## src/rtl/fifo_stream_reader_if.sv

```systemverilog
// ============================================================================
// Module   : fifo_stream_reader_if
// Brief    : FIFO read port plus valid/ready beat stream for fifo_stream_reader
// Revision : 1.0
// ============================================================================
`default_nettype none

interface fifo_stream_reader_if #(
   parameter int DWIDTH = 16,
   parameter int OWIDTH = 8
);
   logic              fifo_rd_en;
   logic [DWIDTH-1:0] fifo_dout;
   logic              fifo_empty;
   logic [OWIDTH-1:0] m_data;
   logic              m_valid;
   logic              m_ready;
   logic              m_last;

   // master: the reader itself; slave: FIFO plus downstream consumer side
   modport master (
      output fifo_rd_en,
      input  fifo_dout,
      input  fifo_empty,
      output m_data,
      output m_valid,
      input  m_ready,
      output m_last
   );

   modport slave (
      input  fifo_rd_en,
      output fifo_dout,
      output fifo_empty,
      input  m_data,
      input  m_valid,
      output m_ready,
      input  m_last
   );
endinterface

`default_nettype wire

```

## src/rtl/fifo_stream_reader.sv

```systemverilog
// ============================================================================
// Module   : fifo_stream_reader
// Brief    : Drains a 1-cycle-latency FIFO and serializes each word MSB-first
// Revision : 1.0
// ============================================================================
`default_nettype none

module fifo_stream_reader #(
   parameter int DWIDTH = 16,
   parameter int OWIDTH = 8
) (
   input  logic                 clk,
   input  logic                 rstn,
   input  logic                 en,
   output logic                 busy,
   fifo_stream_reader_if.master bus
);

   localparam int RATIO = DWIDTH / OWIDTH;
   localparam int BW    = (RATIO > 1) ? $clog2(RATIO) : 1;
   localparam logic [BW-1:0] c_last_beat = BW'(RATIO - 1);

   logic              r_pend;
   logic [1:0]        r_qcnt;
   logic [DWIDTH-1:0] r_q0;
   logic [DWIDTH-1:0] r_q1;
   logic [DWIDTH-1:0] r_sword;
   logic              r_svalid;
   logic [BW-1:0]     r_beat;

   logic w_credit;
   logic w_rd_en;
   logic w_accept;
   logic w_last;
   logic w_ser_free;
   logic w_load_q;
   logic w_bypass;
   logic w_push;
   logic w_qidx;

   // A read is only issued when the queue can absorb it even if the
   // serializer stalls: q_count + pend must stay below the 2-entry depth.
   assign w_credit   = (r_qcnt == 2'd0) || ((r_qcnt == 2'd1) && !r_pend);
   assign w_rd_en    = rstn && en && !bus.fifo_empty && w_credit;

   assign w_accept   = r_svalid && bus.m_ready;
   assign w_last     = (r_beat == c_last_beat);
   assign w_ser_free = !r_svalid || (w_accept && w_last);
   assign w_load_q   = w_ser_free && (r_qcnt != 2'd0);
   assign w_bypass   = w_ser_free && r_pend && (r_qcnt == 2'd0);
   assign w_push     = r_pend && !w_bypass;

   // Slot for an incoming word after accounting for a same-cycle pop
   assign w_qidx     = w_load_q ? (r_qcnt == 2'd2) : (r_qcnt != 2'd0);

   always_ff @(posedge clk or negedge rstn) begin
      if (!rstn) begin
         r_pend <= 1'b0;
         r_qcnt <= 2'd0;
         r_q0   <= '0;
         r_q1   <= '0;
      end else begin
         r_pend <= w_rd_en;

         if (w_push && !w_load_q) begin
            r_qcnt <= r_qcnt + 2'd1;
         end else if (w_load_q && !w_push) begin
            r_qcnt <= r_qcnt - 2'd1;
         end

         if (w_load_q) begin
            r_q0 <= r_q1;
         end
         if (w_push) begin
            if (w_qidx) begin
               r_q1 <= bus.fifo_dout;
            end else begin
               r_q0 <= bus.fifo_dout;
            end
         end
      end
   end

   // The serializer word is shifted left per beat so the output is always
   // its top OWIDTH bits; r_beat only tracks position for m_last.
   always_ff @(posedge clk or negedge rstn) begin
      if (!rstn) begin
         r_sword  <= '0;
         r_svalid <= 1'b0;
         r_beat   <= '0;
      end else if (w_load_q) begin
         r_sword  <= r_q0;
         r_svalid <= 1'b1;
         r_beat   <= '0;
      end else if (w_bypass) begin
         r_sword  <= bus.fifo_dout;
         r_svalid <= 1'b1;
         r_beat   <= '0;
      end else if (w_accept) begin
         if (w_last) begin
            r_svalid <= 1'b0;
            r_beat   <= '0;
         end else begin
            r_sword  <= r_sword << OWIDTH;
            r_beat   <= r_beat + BW'(1);
         end
      end
   end

   assign bus.fifo_rd_en = w_rd_en;
   assign bus.m_data     = r_sword[DWIDTH-1 -: OWIDTH];
   assign bus.m_valid    = r_svalid;
   assign bus.m_last     = r_svalid && w_last;
   assign busy           = r_pend || (r_qcnt != 2'd0) || r_svalid;

endmodule

`default_nettype wire

```

## src/flat_wrapper.sv

```systemverilog
// flat-port wrapper written by rule: the top's interface ports become plain ports
module fifo_stream_reader_flat 
#(
   parameter int DWIDTH = 16,
   parameter int OWIDTH = 8
)
  (clk, rstn, en, busy, bus_fifo_rd_en, bus_fifo_dout, bus_fifo_empty, bus_m_data, bus_m_valid, bus_m_ready, bus_m_last);
  fifo_stream_reader_if #(.DWIDTH(DWIDTH), .OWIDTH(OWIDTH)) bus_i ();
  input  logic clk;
  input  logic rstn;
  input  logic en;
  output logic busy;
  output wire logic [$bits(bus_i.fifo_rd_en)-1:0] bus_fifo_rd_en;
  input wire logic [$bits(bus_i.fifo_dout)-1:0] bus_fifo_dout;
  input wire logic [$bits(bus_i.fifo_empty)-1:0] bus_fifo_empty;
  output wire logic [$bits(bus_i.m_data)-1:0] bus_m_data;
  output wire logic [$bits(bus_i.m_valid)-1:0] bus_m_valid;
  input wire logic [$bits(bus_i.m_ready)-1:0] bus_m_ready;
  output wire logic [$bits(bus_i.m_last)-1:0] bus_m_last;
  assign bus_fifo_rd_en = bus_i.fifo_rd_en;
  assign bus_i.fifo_dout = bus_fifo_dout;
  assign bus_i.fifo_empty = bus_fifo_empty;
  assign bus_m_data = bus_i.m_data;
  assign bus_m_valid = bus_i.m_valid;
  assign bus_i.m_ready = bus_m_ready;
  assign bus_m_last = bus_i.m_last;
  fifo_stream_reader #(.DWIDTH(DWIDTH), .OWIDTH(OWIDTH)) u_core (.clk(clk), .rstn(rstn), .en(en), .busy(busy), .bus(bus_i));
endmodule
```

## config.mk

```make
export PLATFORM = sky130hd
export DESIGN_NAME = fifo_stream_reader_flat
export DESIGN_NICKNAME = d
export VERILOG_FILES = /design/src/rtl/fifo_stream_reader_if.sv /design/src/rtl/fifo_stream_reader.sv /design/src/flat_wrapper.sv
export SDC_FILE = /design/constraint.sdc
export NUM_CORES = 1
export LEC_CHECK = 0
export BUFFER_PORTS_ARGS = -buffer_cell sky130_fd_sc_hd__buf_2
export CAP_MARGIN = 0
export CORE_MARGIN = 4
export CORE_UTILIZATION = 62
export CTS_CLUSTER_DIAMETER = 100
export CTS_CLUSTER_SIZE = 28
export DETAILED_ROUTE_END_ITERATION = 10
export HOLD_SLACK_MARGIN = 0.1
export PLACE_DENSITY = 0.85
export SLEW_MARGIN = 20
export SYNTH_ARGS = -nofsm -noshare
export SYNTH_HDL_FRONTEND = slang
export SYNTH_SLANG_ARGS = --single-unit
```

## constraint.sdc

```tcl
create_clock -name clk -period 4.35 [get_ports clk]
set_input_delay 0.87 -clock clk [delete_from_list [all_inputs] [get_ports clk]]
set_output_delay 0.87 -clock clk [all_outputs]
set_load 0.03 [all_outputs]
```

# Word level (Yosys, flattened, before mapping)
# Index checks and enable logic that the tools add are counted.
[word_totals]
register_bits = 53
[classes]
n_addsub = 3
eq_ne = 3
mux = 18
reduce_logical = 31
[op_table]
columns = ["op", "n"]
rows = [
  ["$mux W16", 7],
  ["$logic_and A1 B1 Y1", 13],
  ["$mux W1", 9],
  ["$logic_not A1 Y1", 6],
  ["$reduce_and A2 Y1", 3],
  ["$reduce_bool A3 Y1", 2],
  ["$logic_or A1 B1 Y1", 4],
  ["$mux W2", 2],
  ["$reduce_bool A2 Y1", 2],
  ["$ne A3 B3 Y1 const B", 1],
  ["$add A2 B1 Y2 const B", 1],
  ["$eq A2 B1 Y1 const B", 1],
  ["$eq A2 B2 Y1 const B", 1],
  ["$logic_not A2 Y1", 1],
  ["$sub A2 B1 Y2 const B", 1],
  ["$add A1 B1 Y1 const B", 1],
]

# Logic depth before layout (Yosys ltp)
# Gate-level depths: netlist of the first run.
[depth]
word_depth = 11
depth_mapped = 7

# Least setup slack after synthesis of the first run
# OpenSTA, ideal clock, no wires.
[synth_timing]
path_kind = "reg2out"
from = "register u_core.r_qcnt[0]"
to = "output port bus_fifo_rd_en"
t_arrival_ns = 2.137
required_time_ns = 3.480
setup_slack_ns = 1.343
stages_incl_launch_ff = 7
path_buffers = 2
cell_sequence = "dfrtp_1 -> inv_1 -> ha_1 -> clkbuf_1 -> clkbuf_1 -> a21oi_1 -> nor3_1"
[synth_via]
elab_chain_len = 4
elab_cells_between_ends = 5
cone_classes = "eq/ne: 1; reduce/logical: 4"
[synth_lines]
columns = ["item", "line", "text"]
rows = [
  ["start, declared", "fifo_stream_reader.sv:24", "logic [1:0] r_qcnt;"],
  ["start signal, assigned", "fifo_stream_reader.sv:66", "r_qcnt <= r_qcnt + 2'd1;"],
  ["start signal, assigned", "fifo_stream_reader.sv:68", "r_qcnt <= r_qcnt - 2'd1;"],
  ["$eq A2 B1 Y1", "fifo_stream_reader.sv:43", "assign w_credit = (r_qcnt == 2'd0) || ((r_qcnt == 2'd1) && !r_pend);"],
  ["$logic_and A1 B1 Y1", "fifo_stream_reader.sv:43", ""],
  ["$logic_or A1 B1 Y1 *", "fifo_stream_reader.sv:43", ""],
  ["$logic_and A1 B1 Y1 *", "fifo_stream_reader.sv:44", "assign w_rd_en = rstn && en && !bus.fifo_empty && w_credit;"],
  ["end, declared", "flat_wrapper.sv:13", "output wire logic [$bits(bus_i.fifo_rd_en)-1:0] bus_fifo_rd_en;"],
]
# Mark *: on every way between the ends. The rest lies on a longest branch, timed or not.

# Worst setup path after layout of the first run
[layout_timing]
from = "register u_core.r_qcnt[1]"
to = "output port bus_fifo_rd_en"
# The elaborated chain is that of the path after synthesis.

==> results of run 1 <==
## worst reg2reg max path, stage by stage (launching register included)
cell and delay (ns):
dfrtp_1 0.48, inv_1 0.08, ha_1 0.51, nor2_2 0.46, buf_4 0.33, mux2_2 0.38
mux2_2 0.26
## worst max-delay path by stage
stage	from	to	slack (ns)	depth (start not counted)
after floorplan	u_core.r_qcnt[0]$_DFFE_PN0P_	bus_fifo_rd_en	1.34	6
after global placement	bus_m_ready	u_core.r_q1[1]$_DFFE_PN0P_	1.52	5
after detailed placement	bus_m_ready	u_core.r_q1[4]$_DFFE_PN0P_	1.47	5
after CTS	u_core.r_qcnt[1]$_DFFE_PN0P_	bus_fifo_rd_en	1.29	5
after global routing	u_core.r_qcnt[1]$_DFFE_PN0P_	bus_fifo_rd_en	1.18	5
final	u_core.r_qcnt[1]$_DFFE_PN0P_	bus_fifo_rd_en	1.28	5
## flip-flops by register name (all words and copies together), names as in the netlist
| name | count |
|---|---|
| u_core.r_q0 | 16 |
| u_core.r_q1 | 16 |
| u_core.r_sword | 16 |
| u_core.r_qcnt | 2 |
| u_core.bus.m_valid | 1 |
| u_core.r_beat | 1 |
| u_core.r_pend | 1 |
## report_power, final
| part | total (mW) | internal (mW) | leakage (nW) | switching, mW |
|---|---|---|---|---|
| combinational | 0.850 | 0.418 | 0.622 | 0.433 |
| clock | 0.301 | 0.131 | 0.0478 | 0.169 |
| sequential | 0.854 | 0.719 | 0.664 | 0.136 |
| total | 2.01 | 1.27 | 1.33 | 0.738 |
## per-stage QoR
stage	hold slack, ns	setup WS (ns)	instances
2_1_floorplan	0.435	1.34	236
3_3_place_gp	0.445	1.52	303
3_5_place_dp	0.456	1.47	303
4_1_cts	0.481	1.29	311
5_1_grt	0.511	1.18	311
6_report	0.475	1.28	311
## area by class of cell
type | count | area, um2 | area share [%]
clock buffer | 6 | 82.6 | 2.88
inverter | 5 | 18.8 | 0.655
tap | 50 | 62.6 | 2.18
clock inverter | 2 | 16.3 | 0.567
sequential | 53 | 1330 | 46.3
multi-input combinational | 160 | 1180 | 41.1
timing repair buffer | 35 | 183 | 6.37
## layout by cell type (no fill, tap or decap), types with 2 or more instances in the layout
cell	Yosys	final
nand3_1	3	3
nand2_1	36	36
xnor2_1	2	2
inv_1	5	5
buf_4	9	3
mux2_1	10	10
o21ai_0	16	16
dfrtp_1	53	53
a22oi_1	8	8
nand2b_1	2	2
mux2_2	38	38
ha_1	2	2
buf_2	2	32
nor3_1	2	2
nor2b_1	9	9
o21ai_1	2	2
nor2_1	2	2
a21oi_1	18	18
clkbuf_8	0	6
## per-layer routing
metal | up-vias | share of wire, %
met3 | 8 | 4.6
met5 | - | 0
li1 | 858 | -
met4 | 0 | 1.3
met1 | 897 | 44
met2 | 37 | 50
## Yosys cell counts (2+ instances only)
| cell type | instances | share of area [%] |
|---|---|---|
| dfrtp_1 | 53 | 50 |
| mux2_2 | 38 | 16 |
| nand2_1 | 36 | 5.1 |
| a21oi_1 | 18 | 3.4 |
| o21ai_0 | 16 | 3.0 |
| mux2_1 | 10 | 4.3 |
| buf_4 | 9 | 2.6 |
| nor2b_1 | 9 | 2.1 |
| a22oi_1 | 8 | 2.3 |
| clkbuf_1 | 6 | 0.86 |
| inv_1 | 5 | 0.71 |
| nand3_1 | 3 | 0.57 |
| buf_2 | 2 | 0.38 |
| ha_1 | 2 | 0.95 |
| nand2b_1 | 2 | 0.47 |
| nor2_1 | 2 | 0.29 |
| nor3_1 | 2 | 0.38 |
| o21ai_1 | 2 | 0.38 |
| xnor2_1 | 2 | 0.67 |
## cell families (layout without fill, tap and decap cells)
family	count (synthesis)	in the layout	share of synthesized area [%]
simple gates	57	57	10.3
xor+xnor	2	2	0.665
buf+inv	23	48	4.94
mux	50	50	21.8
flops	53	53	50.4
fa+ha+maj	2	2	0.950
compound gates	49	49	11.0
==> impl_metrics.toml, run 1 <==
[finish]
stdcell_area_um2 = 2870
fillers = 307
nNetsFinal = 283
drive_gt1_share_pct = 33.3
area_delta_synth_final_pct = 8.84
finish.utilization_pct = 70.6
diodes = 0

[synth]
syn-num-nets = 259
synth.avg_cell_area_um2 = 11.2
synth_cells = 236
synth_ff_type = "dfrtp_1"
yosys.cell_types.count = 30
yosys_warnings = 0
ys_seq_area_share_pct = 50.4
synth-seq-cells = 53
async_flop_share_pct = 100
syn_area_um2 = 2630
synth-edff-count = 0

[drt]
routedWlPerCell_um = 16.3
drtAntennaViolNets = 0
viasPerCell = 5.79
dr.pass1.iters = 4
vias = 1800
drc = 0
drt_iter0_drc = 108
postRouteWirelength_um = 5080

[placement]
port-buffer-count = 32
hpwl_um = 3320
place_area_um2 = 2770
routabilityCongestion = 0.796

[timing]
timing.final.crit_share_pct = 70.7
hold_viol = 0
max_freq_ghz = 0.325
slew_viol_final = 0
relSlewSlack_pct = 40.3
tns_ns = 0
finalSetupViolCount = 0
rsz0062_at_grt = "false"
skew_ns = 0.00809
period_needed_ns = 3.07
worst_pin_slew_ns = 0.894

[setup_path]
crit_fanout = 25
crit_path_end_kind = "primary output"
critPathMaxStageDelay_ns = 0.75
r2r_end = "u_core.r_q0[9]$_DFF_PN0_"
critPathSlowestCell = "ha_1"
crit_chain = "inv_1 -> ha_1 -> a21oi_1 -> nor3_1 -> buf_2"
criticalPathCategory = "flip-flop to primary output"
rrSetupSlack_ns = 1.76
path_buf_inv = 2
required_ns = 3.48
r2r_cells = 6
arrival_ns = 2.20
cp-start-kind = "flip-flop"
rr_startpoint = "u_core.r_qcnt[0]$_DFFE_PN0P_"
cp_top_family = "adder cells"

[cts]
cts_tree = "built"
cts_buffer_depth = 2
numCtsBuffers = 5
cts_sinks = 53
cts_resized = 0
htreeDepth = 2
ctsRootBufferMaster = "clkbuf_8"
clk_pin_slew_ns = 0.10
post_cts_buffers = 0
clock_latency_ns = 0.31
ctsHoldBuffers = 0

[worst_hold_path]
hold_end = "u_core.r_sword[7]$_DFFE_PN0P_"
hold_depth = 2
hold_path_class = "flip-flop to flip-flop"
hold_path_startpoint = "u_core.r_q0[7]$_DFF_PN0_"

[pwr]
power_mw = 2.01
leakagePower_nw = 1.33
peakVddDrop_mv = 0.414
power_density_nw_per_um2 = 700

[global_route]
grt_use_total_pct = 20.8
grt_use_met1_pct = 27.0
grt_max_degree = 54
use_met2_pct = 33.5
grt-busiest-layer = "met2"
grt_pass1_wl_um = 8330
grt_overflow = 0
antenna_found_initial = 0
grt_pass1_vias = 1752
use_met3_pct = 6.06

[floorplan]
die_y_um = 73.2
start_util_pct = 64.9
fp.coreArea_um2 = 4060
die-width_um = 73.2
io_pins = 33
rows = 23
die-area_um2 = 5350

[run_status]
outcome = "finished clean"

[job]
cap_violations = 0
(Power assumes the default switching activity.)
==> run 2, diff against run 1 <==
--- a/config.mk
+++ b/config.mk
@@ -5,15 +5,16 @@
 export SDC_FILE = /design/constraint.sdc
 export NUM_CORES = 1
 export LEC_CHECK = 0
+export ABC_AREA = 1
 export BUFFER_PORTS_ARGS = -buffer_cell sky130_fd_sc_hd__buf_2
 export CAP_MARGIN = 0
 export CORE_MARGIN = 4
-export CORE_UTILIZATION = 62
+export CORE_UTILIZATION = 58
 export CTS_CLUSTER_DIAMETER = 100
 export CTS_CLUSTER_SIZE = 28
 export DETAILED_ROUTE_END_ITERATION = 10
 export HOLD_SLACK_MARGIN = 0.1
-export PLACE_DENSITY = 0.85
+export PLACE_DENSITY = 0.81
 export SLEW_MARGIN = 20
 export SYNTH_ARGS = -nofsm -noshare
 export SYNTH_HDL_FRONTEND = slang
==> constraint.sdc (replaced) <==
create_clock -name clk -period 3.2 [get_ports clk]
set_input_delay 0.64 -clock clk [delete_from_list [all_inputs] [get_ports clk]]
set_output_delay 0.64 -clock clk [all_outputs]
set_load 0.03 [all_outputs]
==> run 2 against run 1 <==
- count of clock-buffer cells in the layout unchanged
- via count grew 28%
- combinational power rose by 56%
- critical path depth increased by 1
- setup slack got worse by 0.50 ns
==> impl_metrics.toml, run 2 <==
[pwr]
power_mw = 2.83
power_density_nw_per_um2 = 959
peakVddDrop_mv = 0.427
leakagePower_nw = 1.67

[drt]
drc = 0
dr.pass1.iters = 4
drtAntennaViolNets = 0
postRouteWirelength_um = 5840
vias = 2311
viasPerCell = 5.23
routedWlPerCell_um = 13.2
drt_iter0_drc = 209

[setup_path]
arrival_ns = 1.78
cp-start-kind = "flip-flop"
crit_chain = "inv_2 -> ha_1 -> a21oi_1 -> or3_1 -> inv_1 -> buf_2"
criticalPathCategory = "flip-flop to primary output"
r2r_cells = 9
critPathMaxStageDelay_ns = 0.46
crit_path_end_kind = "primary output"
crit_fanout = 6
required_ns = 2.56
critPathSlowestCell = "dfrtp_1"

[cts]
numCtsBuffers = 5
ctsHoldBuffers = 0
post_cts_buffers = 0
cts_buffer_depth = 2
clock_latency_ns = 0.31
cts_tree = "built"
ctsRootBufferMaster = "clkbuf_8"
cts_sinks = 53
cts_resized = 0
clk_pin_slew_ns = 0.10
htreeDepth = 2

[placement]
port-buffer-count = 32
place_area_um2 = 2860
routabilityCongestion = 0.819
hpwl_um = 3810
place_ws_ns = 1.10
dp.cells = 434

[synth]
ys_seq_area_share_pct = 48.5
async_flop_share_pct = 100
synth.avg_cell_area_um2 = 7.47
synth_ff_type = "dfrtp_1"
synth_cells = 366
yosys.area.top_type = "dfrtp_1"
synth.area.top_cells = "dfrtp_1 48%, nand2_1 28%, nand3_1 8.4%"
synth_common_cells = "201 x nand2_1, 53 x dfrtp_1, 46 x nand3_1, 14 x inv_1, 11 x buf_4"
synth-seq-cells = 53
post-synth-top-count-cell = "nand2_1"
syn_area_um2 = 2740
syn-num-nets = 389
synth-edff-count = 0
synth_top_area_share_pct = 48.5
yosys_warnings = 0
yosys.cell_types.count = 21

[timing]
slew_viol_final = 0
rsz0062_at_grt = "false"
tns_ns = 0
hold_viol = 0
worst_pin_slew_ns = 0.676
fin_worst_hold_slack_ns = 0.471
timing.final.crit_share_pct = 75.7
finalSetupViolCount = 0
max_freq_ghz = 0.413
skew_ns = 0.00776
relSlewSlack_pct = 54.8
period_needed_ns = 2.42
setup_ws_ns = 0.778

[global_route]
grt_pass1_vias = 2114
antenna_found_initial = 0
grt_use_total_pct = 20.7
grt_overflow = 0
grt_max_degree = 54
grt_pass1_wl_um = 9870

[finish]
final_cell_mix = "201 x nand2_1, 53 x dfrtp_1, 46 x nand3_1"
final_cells = 442
final_common_cell = "nand2_1"
stdcell_area_um2 = 2950
nNetsFinal = 412
reg.largest.list = "u_core.r_q0 (16), u_core.r_q1 (16), u_core.r_sword (16)"
finish.utilization_pct = 66.3
drive_gt1_share_pct = 14.6
area_delta_synth_final_pct = 7.69
diodes = 0

[floorplan]
die_y_um = 76.7
die-width_um = 76.7
io_pins = 33
die-area_um2 = 5880
rows = 24
fp.coreArea_um2 = 4440
start_util_pct = 61.5

[worst_hold_path]
hold_path_class = "input port to asynchronous set/reset pin"

[run_status]
outcome = "finished clean"

[job]
cap_violations = 0
-- run 2: cell families (layout without fill, tap and decap cells) --
kind of cell	Yosys count	after routing	synth area share, %
AO/OA/AOI/OAI	15	15	3.66
buffers and inverters	39	63	7.69
flip-flops	53	53	48.5
AND/OR/NAND/NOR	257	257	39.2
adder cells (fa/ha/maj)	2	2	0.915
-- run 2: routing by layer --
metal	track usage, %	vias to the layer above	share of wire [%]
met3	4.33	9	6.6
met2	32.8	77	46
met5	0	-	0
li1	-	1178	-
met4	7.07	0	1.3
met1	28.4	1047	46
-- run 2: critical path: cells and delay by family, from the launching register on --
| family | cells | cell delay [ns] |
|---|---|---|
| buf+inv | 3 | 0.36 |
| simple gates | 1 | 0.30 |
| flops | 1 | 0.46 |
| compound gates | 1 | 0.06 |
| fa+ha+maj | 1 | 0.29 |
-- run 2: power breakdown --
group          internal, mW  switching, mW  total, mW
Sequential            0.951          0.173       1.12
Clock                 0.154          0.215      0.369
Combinational         0.440          0.892       1.33
Total                  1.55           1.28       2.83
-- run 2: cell type report --
type | instances | area, um2
multi-input cells | 274 | 1200
fillers | 390 | 1500
clock buffers | 6 | 72.6
inverters | 18 | 67.6
well taps | 52 | 65.1
clock inverters | 2 | 15.0
repair buffers | 37 | 198
flip-flops and latches | 53 | 1330
-- run 2: path summary, 6_finish.rpt --
path | end | start | slack, ns
min | u_core.r_sword[8]$_DFFE_PN0P_ | rstn | 0.47
min in group clk | u_core.r_sword[15]$_DFFE_PN0P_ | u_core.r_sword[15]$_DFFE_PN0P_ | 0.48
max reg2reg | u_core.r_q1[2]$_DFFE_PN0P_ | u_core.r_qcnt[0]$_DFFE_PN0P_ | 1.23
min reg2reg | u_core.r_sword[15]$_DFFE_PN0P_ | u_core.r_sword[15]$_DFFE_PN0P_ | 0.48
max | bus_fifo_rd_en | u_core.r_qcnt[0]$_DFFE_PN0P_ | 0.78
max in group asynchronous | u_core.r_q0[4]$_DFF_PN0_ | rstn | 2.27
